### src/rtl/usb_personality_ctrl.sv
`default_nettype none
// ============================================================================
// Module   : usb_personality_ctrl
// Summary  : Arbitrates CPU/host personality requests and sequences the change:
//            disconnect, mux switch, protocol reset, reconnect.
// Revision : 1.0
// ============================================================================
module usb_personality_ctrl #(
  parameter int NUM_PERSONALITIES   = 5,
  parameter int DEFAULT_PERSONALITY = 4,
  parameter int DISC_CYCLES         = 1000,
  parameter int RESET_CYCLES        = 16,
  parameter int ACK_TIMEOUT         = 1024,
  parameter int CNT_W               = 16
) (
  input  logic                         clk,
  input  logic                         rst_n,
  input  logic                         cpu_req,
  input  logic [2:0]                   cpu_sel,
  input  logic                         host_req,
  input  logic [2:0]                   host_sel,
  output logic                         cpu_done,
  output logic                         host_done,
  output logic [1:0]                   result,
  output logic [2:0]                   personality_sel,
  output logic                         personality_switch,
  input  logic                         switch_complete,
  input  logic [2:0]                   active_personality,
  output logic [NUM_PERSONALITIES-1:0] proto_rst_n,
  output logic                         usb_disconnect,
  output logic                         busy,
  output logic [7:0]                   switch_count
);

  localparam logic [2:0] C_ST_IDLE     = 3'd0;
  localparam logic [2:0] C_ST_CHECK    = 3'd1;
  localparam logic [2:0] C_ST_DISC     = 3'd2;
  localparam logic [2:0] C_ST_WAIT_ACK = 3'd3;
  localparam logic [2:0] C_ST_PRST     = 3'd4;
  localparam logic [2:0] C_ST_DONE     = 3'd5;

  localparam logic [1:0] C_RES_OK      = 2'd0;
  localparam logic [1:0] C_RES_NOOP    = 2'd1;
  localparam logic [1:0] C_RES_INVALID = 2'd2;
  localparam logic [1:0] C_RES_TIMEOUT = 2'd3;

  localparam logic [CNT_W-1:0] C_DISC_CNT = CNT_W'(DISC_CYCLES);
  localparam logic [CNT_W-1:0] C_RST_CNT  = CNT_W'(RESET_CYCLES);
  localparam logic [CNT_W-1:0] C_ACK_CNT  = CNT_W'(ACK_TIMEOUT);
  localparam logic [CNT_W-1:0] C_CNT_ONE  = CNT_W'(1);
  localparam logic [3:0]       C_NUM_PERS = 4'(NUM_PERSONALITIES);
  localparam logic [2:0]       C_DEF_PERS = 3'(DEFAULT_PERSONALITY);

  logic [2:0]                   r_state;
  logic [2:0]                   w_next_state;
  logic                         r_cpu_pend;
  logic [2:0]                   r_cpu_sel;
  logic                         r_host_pend;
  logic [2:0]                   r_host_sel;
  logic [2:0]                   r_tgt;
  logic                         r_src;
  logic [CNT_W-1:0]             r_cnt;
  logic                         w_grant_cpu;
  logic                         w_grant_host;
  logic                         w_invalid;
  logic                         w_noop;
  logic                         w_cnt_last;
  logic [NUM_PERSONALITIES-1:0] w_tgt_mask;

  assign w_grant_cpu  = (r_state == C_ST_IDLE) && r_cpu_pend;
  assign w_grant_host = (r_state == C_ST_IDLE) && !r_cpu_pend && r_host_pend;
  assign w_invalid    = ({1'b0, r_tgt} >= C_NUM_PERS);
  assign w_noop       = (r_tgt == active_personality);
  assign w_cnt_last   = (r_cnt == C_CNT_ONE);

  for (genvar gi = 0; gi < NUM_PERSONALITIES; gi++) begin : g_tgt_mask
    assign w_tgt_mask[gi] = (r_tgt == 3'(gi));
  end

  always_ff @(posedge clk or negedge rst_n) begin
    if (!rst_n) begin
      r_state <= C_ST_IDLE;
    end else begin
      r_state <= w_next_state;
    end
  end

  always_comb begin
    w_next_state = r_state;
    case (r_state)
      C_ST_IDLE: begin
        if (r_cpu_pend || r_host_pend) w_next_state = C_ST_CHECK;
      end
      C_ST_CHECK: begin
        w_next_state = (w_invalid || w_noop) ? C_ST_DONE : C_ST_DISC;
      end
      C_ST_DISC: begin
        if (w_cnt_last) w_next_state = C_ST_WAIT_ACK;
      end
      C_ST_WAIT_ACK: begin
        // A completion on the expiry cycle still wins over the timeout
        if (switch_complete)  w_next_state = C_ST_PRST;
        else if (w_cnt_last)  w_next_state = C_ST_DONE;
      end
      C_ST_PRST: begin
        if (w_cnt_last) w_next_state = C_ST_DONE;
      end
      C_ST_DONE: begin
        w_next_state = C_ST_IDLE;
      end
      default: begin
        w_next_state = C_ST_IDLE;
      end
    endcase
  end

  always_comb begin
    busy      = (r_state != C_ST_IDLE);
    cpu_done  = (r_state == C_ST_DONE) && !r_src;
    host_done = (r_state == C_ST_DONE) && r_src;
  end

  always_ff @(posedge clk or negedge rst_n) begin
    if (!rst_n) begin
      r_cpu_pend         <= 1'b0;
      r_cpu_sel          <= 3'd0;
      r_host_pend        <= 1'b0;
      r_host_sel         <= 3'd0;
      r_tgt              <= 3'd0;
      r_src              <= 1'b0;
      r_cnt              <= '0;
      result             <= C_RES_OK;
      personality_sel    <= C_DEF_PERS;
      personality_switch <= 1'b0;
      proto_rst_n        <= '1;
      usb_disconnect     <= 1'b0;
      switch_count       <= 8'd0;
    end else begin
      // A fresh request outranks the grant-clear so it is never lost
      if (cpu_req) begin
        r_cpu_pend <= 1'b1;
        r_cpu_sel  <= cpu_sel;
      end else if (w_grant_cpu) begin
        r_cpu_pend <= 1'b0;
      end

      if (host_req) begin
        r_host_pend <= 1'b1;
        r_host_sel  <= host_sel;
      end else if (w_grant_host) begin
        r_host_pend <= 1'b0;
      end

      if (w_grant_cpu) begin
        r_tgt <= r_cpu_sel;
        r_src <= 1'b0;
      end else if (w_grant_host) begin
        r_tgt <= r_host_sel;
        r_src <= 1'b1;
      end

      personality_switch <= (r_state == C_ST_DISC) && w_cnt_last;

      case (r_state)
        C_ST_CHECK: begin
          if (w_invalid) begin
            result <= C_RES_INVALID;
          end else if (w_noop) begin
            result <= C_RES_NOOP;
          end else begin
            usb_disconnect <= 1'b1;
            r_cnt          <= C_DISC_CNT;
          end
        end
        C_ST_DISC: begin
          if (w_cnt_last) begin
            personality_sel <= r_tgt;
            r_cnt           <= C_ACK_CNT;
          end else begin
            r_cnt <= r_cnt - C_CNT_ONE;
          end
        end
        C_ST_WAIT_ACK: begin
          if (switch_complete) begin
            proto_rst_n <= ~w_tgt_mask;
            r_cnt       <= C_RST_CNT;
          end else if (w_cnt_last) begin
            usb_disconnect <= 1'b0;
            result         <= C_RES_TIMEOUT;
          end else begin
            r_cnt <= r_cnt - C_CNT_ONE;
          end
        end
        C_ST_PRST: begin
          if (w_cnt_last) begin
            proto_rst_n    <= '1;
            usb_disconnect <= 1'b0;
            switch_count   <= switch_count + 8'd1;
            result         <= C_RES_OK;
          end else begin
            r_cnt <= r_cnt - C_CNT_ONE;
          end
        end
        default: begin
        end
      endcase
    end
  end

endmodule
`default_nettype wire
### config.mk
export PLATFORM = sky130hd
export DESIGN_NAME = usb_personality_ctrl
export DESIGN_NICKNAME = d
export VERILOG_FILES = /design/src/rtl/usb_personality_ctrl.sv
export SDC_FILE = /design/constraint.sdc
export NUM_CORES = 1
export LEC_CHECK = 0
export CELL_PAD_IN_SITES_DETAIL_PLACEMENT = 1
export CELL_PAD_IN_SITES_GLOBAL_PLACEMENT = 2
export CORE_MARGIN = 2
export CORE_UTILIZATION = 35
export CTS_CLUSTER_SIZE = 24
export DETAILED_ROUTE_END_ITERATION = 10
export PLACE_DENSITY_LB_ADDON = 0.1
export SYNTH_ARGS = -nofsm -noshare
export SYNTH_HDL_FRONTEND = slang
export SYNTH_SLANG_ARGS = --single-unit
### constraint.sdc
create_clock -name clk -period 2.4 [get_ports clk]
set_clock_uncertainty 0.05 [all_clocks]
set_input_delay 0.48 -clock clk [delete_from_list [all_inputs] [get_ports clk]]
set_output_delay 0.48 -clock clk [all_outputs]
set_load 0.1 [all_outputs]
==> impl_metrics.env, run 1 <==
export IMPL_outcome="completed"
export IMPL_cts_hold_buf=0
export IMPL_max_vdd_ir_drop_mv=0.885
export IMPL_final_period_utilization_pct=90.3
export IMPL_synth_compound_area_share_pct=18.5
export IMPL_postSynthAreaPerCell_um2=9.84
export IMPL_area_fraction_of_the_dominant_cell_type_after_synthesis_pct=40.0
export IMPL_yosysWarnings=0
export IMPL_yosys_area_share_xor_xnor_pct=3.42
export IMPL_routed_via_density=5.44
export IMPL_yosys_area_share_adder_pct=1.78
export IMPL_path_class="reg -> reg"
export IMPL_critPathMaxFanout=4
export IMPL_final_hold_viol_count=0
export IMPL_startpoint_type="flop"
export IMPL_drive_gt1_share_pct=25.6
export IMPL_grt_max_degree=52
export IMPL_die_height_um=93.7
export IMPL_die_w_um=93.7
export IMPL_row_count=32
export IMPL_placed_cells_incl_taps=430
export IMPL_clk_insertion_delay_late_ns=0.31
export IMPL_initial_core_util_pct=36.2
export IMPL_cap_viol_max_count=0
export IMPL_fmaxAchievable_mhz=461
export IMPL_grt_first_pass_wirelength_um=12600
export IMPL_cellLeakagePower_nw=1.49
export IMPL_design_area_um2=3510
export IMPL_routed_wirelength_um=7450
export IMPL_post_drt_wl_per_cell_um=17.0
export IMPL_largest_family_of_logic_cells_by_synthesized_area="simple AND/OR/NAND/NOR gates"
export IMPL_numPortBuffers=36
export IMPL_drc_errors=0
export IMPL_initialDrtViolationCount=67
export IMPL_arrival_ns=2.34
export IMPL_end_kind="flop"
export IMPL_gpl_final_weighted_congestion=0.775
export IMPL_async_reset_ff_share_pct=100
export IMPL_remaining_antenna_violation_count_after_routing=0
export IMPL_cts_htree_levels=2
export IMPL_synth_top_cells_by_area="dfrtp_1, dfstp_2, mux2_2, a21oi_1, nand2_1"
export IMPL_cts_root_buffer="clkbuf_8"
export IMPL_cts_tree="done"
export IMPL_antenna_cells=0
export IMPL_grt_overflow=0
export IMPL_post_synth_instance_area_um2=2820
export IMPL_cts_reportedPaths_clkPinSlew_ns=0.10
export IMPL_postLayoutCoreUtil_pct=45.2
export IMPL_boundaryPins=37
export IMPL_synth_edf_count=0
export IMPL_grt_setup_unrepaired="false"
export IMPL_vias_in_the_first_global_route=2505
export IMPL_die_area_um2=8780
export IMPL_dp_hpwl_um=5580
export IMPL_layout_nets=353
export IMPL_final_critical_path_required_period_ns=2.17
export IMPL_simple_gate_share_of_the_synthesized_area_pct=22.8
export IMPL_syn_to_final_growth_pct=24.7
export IMPL_drt_first_pass_iters=4
export IMPL_netlist_instances=286
export IMPL_antenna_found_initial=0
export IMPL_maxSlewHeadroom_pct=63.9
export IMPL_timing_final_setup_violations=0
export IMPL_placement_cell_area_um2=3370
export IMPL_floorplan_core_area_um2=7770
export IMPL_cts_buffers_inserted=5
export IMPL_clock_tree_buffer_depth=2
export IMPL_ys_flop_type="dfrtp_1"
export IMPL_power_total_mw=4.56
export IMPL_pwr_density_cell_nw_per_um2=1300
export IMPL_totalNegativeSetupSlack_ns=0
export IMPL_final_cell_count_no_fill=438
export IMPL_cts_num_sinks=51
export IMPL_critical_path_required_ns=2.57
export IMPL_synth_seq_cells=51
export IMPL_detailroute_via_count=2381
export IMPL_drv_slew=0
export IMPL_max_slew_worst_pin_slew_ns=0.535
export IMPL_hp_class="in -> async"
export IMPL_yosys_mux_area_fraction_pct=4.36
export IMPL_yosysTopAreaCell="dfrtp_1"
export IMPL_seq_total_area_yosys_pct=45.6
export IMPL_synth_fp_nets=304
export IMPL_yosysUniqueCellTypes=61
export IMPL_global_route_usage_total_pct=18.4
[where the power goes]
group	total [mW]	internal, mW	switching [mW]	leakage, nW
Combinational	2.38	0.882	1.50	0.799
Sequential	1.47	1.12	0.343	0.628
Clock	0.712	0.417	0.295	0.0654
[logic make-up (layout without fill, tap and decap cells)]
group	after synthesis	in the layout
and+or+nand+nor	112	112
AOI/OAI and AO/OA	75	75
DFF	51	51
buffers and inverters	22	72
xor gates and xnor gates	11	11
muxes	11	11
adders and majority gates	4	4
[timing repair]
action | CTS | global route
gates resized for setup | 0 | 2
endpoints found under the hold margin | 0 | 0
setup buffers | 0 | 0
endpoints found under the setup margin | 0 | 2
[Yosys cell counts (all sizes together), types with 3 or more instances]
cell type,number
dfrtp,45
and3,3
o221ai,3
nor3,12
nand2,28
a31oi,5
nor2,23
nand4,6
nor3b,3
dfstp,6
or4,3
a21oi,22
or3,3
and3b,4
mux2,10
buf,5
ha,4
nor4,5
nand2b,5
inv,9
xnor2,10
a211oi,6
o31ai,3
o21ai,15
clkbuf,8
nand3,4
[worst paths after layout]
| kind | from | slack [ns] | cells past startpoint | end |
|---|---|---|---|---|
| setup / recovery | r_cnt[1] | 0.23 | 8 | r_cnt[10] |
| hold / removal | rst_n | 0.1 | 2 | r_cnt[6] |
| setup reg to reg | r_cnt[1] | 0.23 | 8 | r_cnt[10] |
| hold reg to reg | switch_count[7] | 0.44 | 1 | switch_count[7] |
| max in group asynchronous | rst_n | 1.90 | 2 | personality_sel[2] |
| min in group clk | switch_count[7] | 0.44 | 1 | switch_count[7] |
[state kept, by name, indices dropped and copies added (netlist names), 2 cells and up]
name and count:
r_cpu_sel 3, personality_sel 3, r_tgt 3, result 2
proto_rst_n 5, r_cnt 16, switch_count 8, r_state 3
r_host_sel 3
[cell usage in the layout (no fill, tap or decap), types with 3 or more instances in the layout]
cell type        instances
nor3_1                  10
nand2_1                 27
and3_1                   3
clkbuf_8                 5
a21oi_1                 22
or4_1                    3
clkdlybuf4s50_1         12
o221ai_1                 3
or3_1                    3
nand2b_1                 5
o31ai_1                  3
o21ai_0                 14
buf_4                   38
nand4_1                  6
mux2_2                  10
inv_1                    8
xnor2_1                 10
nand3_1                  4
nor2_1                  20
ha_1                     4
and3b_1                  4
nor4_1                   3
a211oi_1                 5
buf_12                   4
dfrtp_1                 45
dfstp_2                  6
a31oi_1                  5
[through the flow]
step | worst slack, ns | hold WS [ns]
after floorplan | 0.215 | 0.134
after global placement | 0.0363 | 0.414
after detailed placement | -0.0517 | 0.432
after CTS | 0.0705 | 0.107
after global routing | 0.0365 | 0.113
final | 0.233 | 0.0985
[per-layer routing]
metal	global-route usage, %	routed length [µm]	vias up
met4	4.95	91	0
li1	-	-	1147
met5	0	0	-
met3	3.53	174	8
met1	23.9	3480	1202
met2	31.3	3700	24
[worst max-delay path, stage by stage, from the launching register on]
cell and delay (ns):
dfrtp_1 0.42, inv_1 0.10, ha_1 0.17, nor4b_2 0.28, buf_4 0.19, nand2_1 0.06, mux2i_1 0.13, or4_1 0.49
a32oi_1 0.20
[layout make-up]
| type | count | area (µm²) |
|---|---|---|
| fill | 901 | 4260 |
| multi-input combinational | 213 | 1440 |
| sequential | 51 | 1280 |
| timing repair buffer | 55 | 490 |
| tap | 102 | 128 |
| clock buffer | 6 | 72.6 |
| clock inverter | 2 | 60.1 |
| inverter | 9 | 33.8 |
Note: power is estimated with default switching activity, not from simulation.
==> run 2, diff against run 1 <==
SLEW_MARGIN = 0   (was unset)
==> results of run 2 <==
No change in the layout: final DEF, timing and power equal those of run 1.
==> run 3, diff against run 2 <==
CTS_CLUSTER_DIAMETER = 120   (was unset)
SLEW_MARGIN = 20   (was 0)
==> results of run 3 <==
No change in the layout: final DEF, timing and power equal those of run 1.
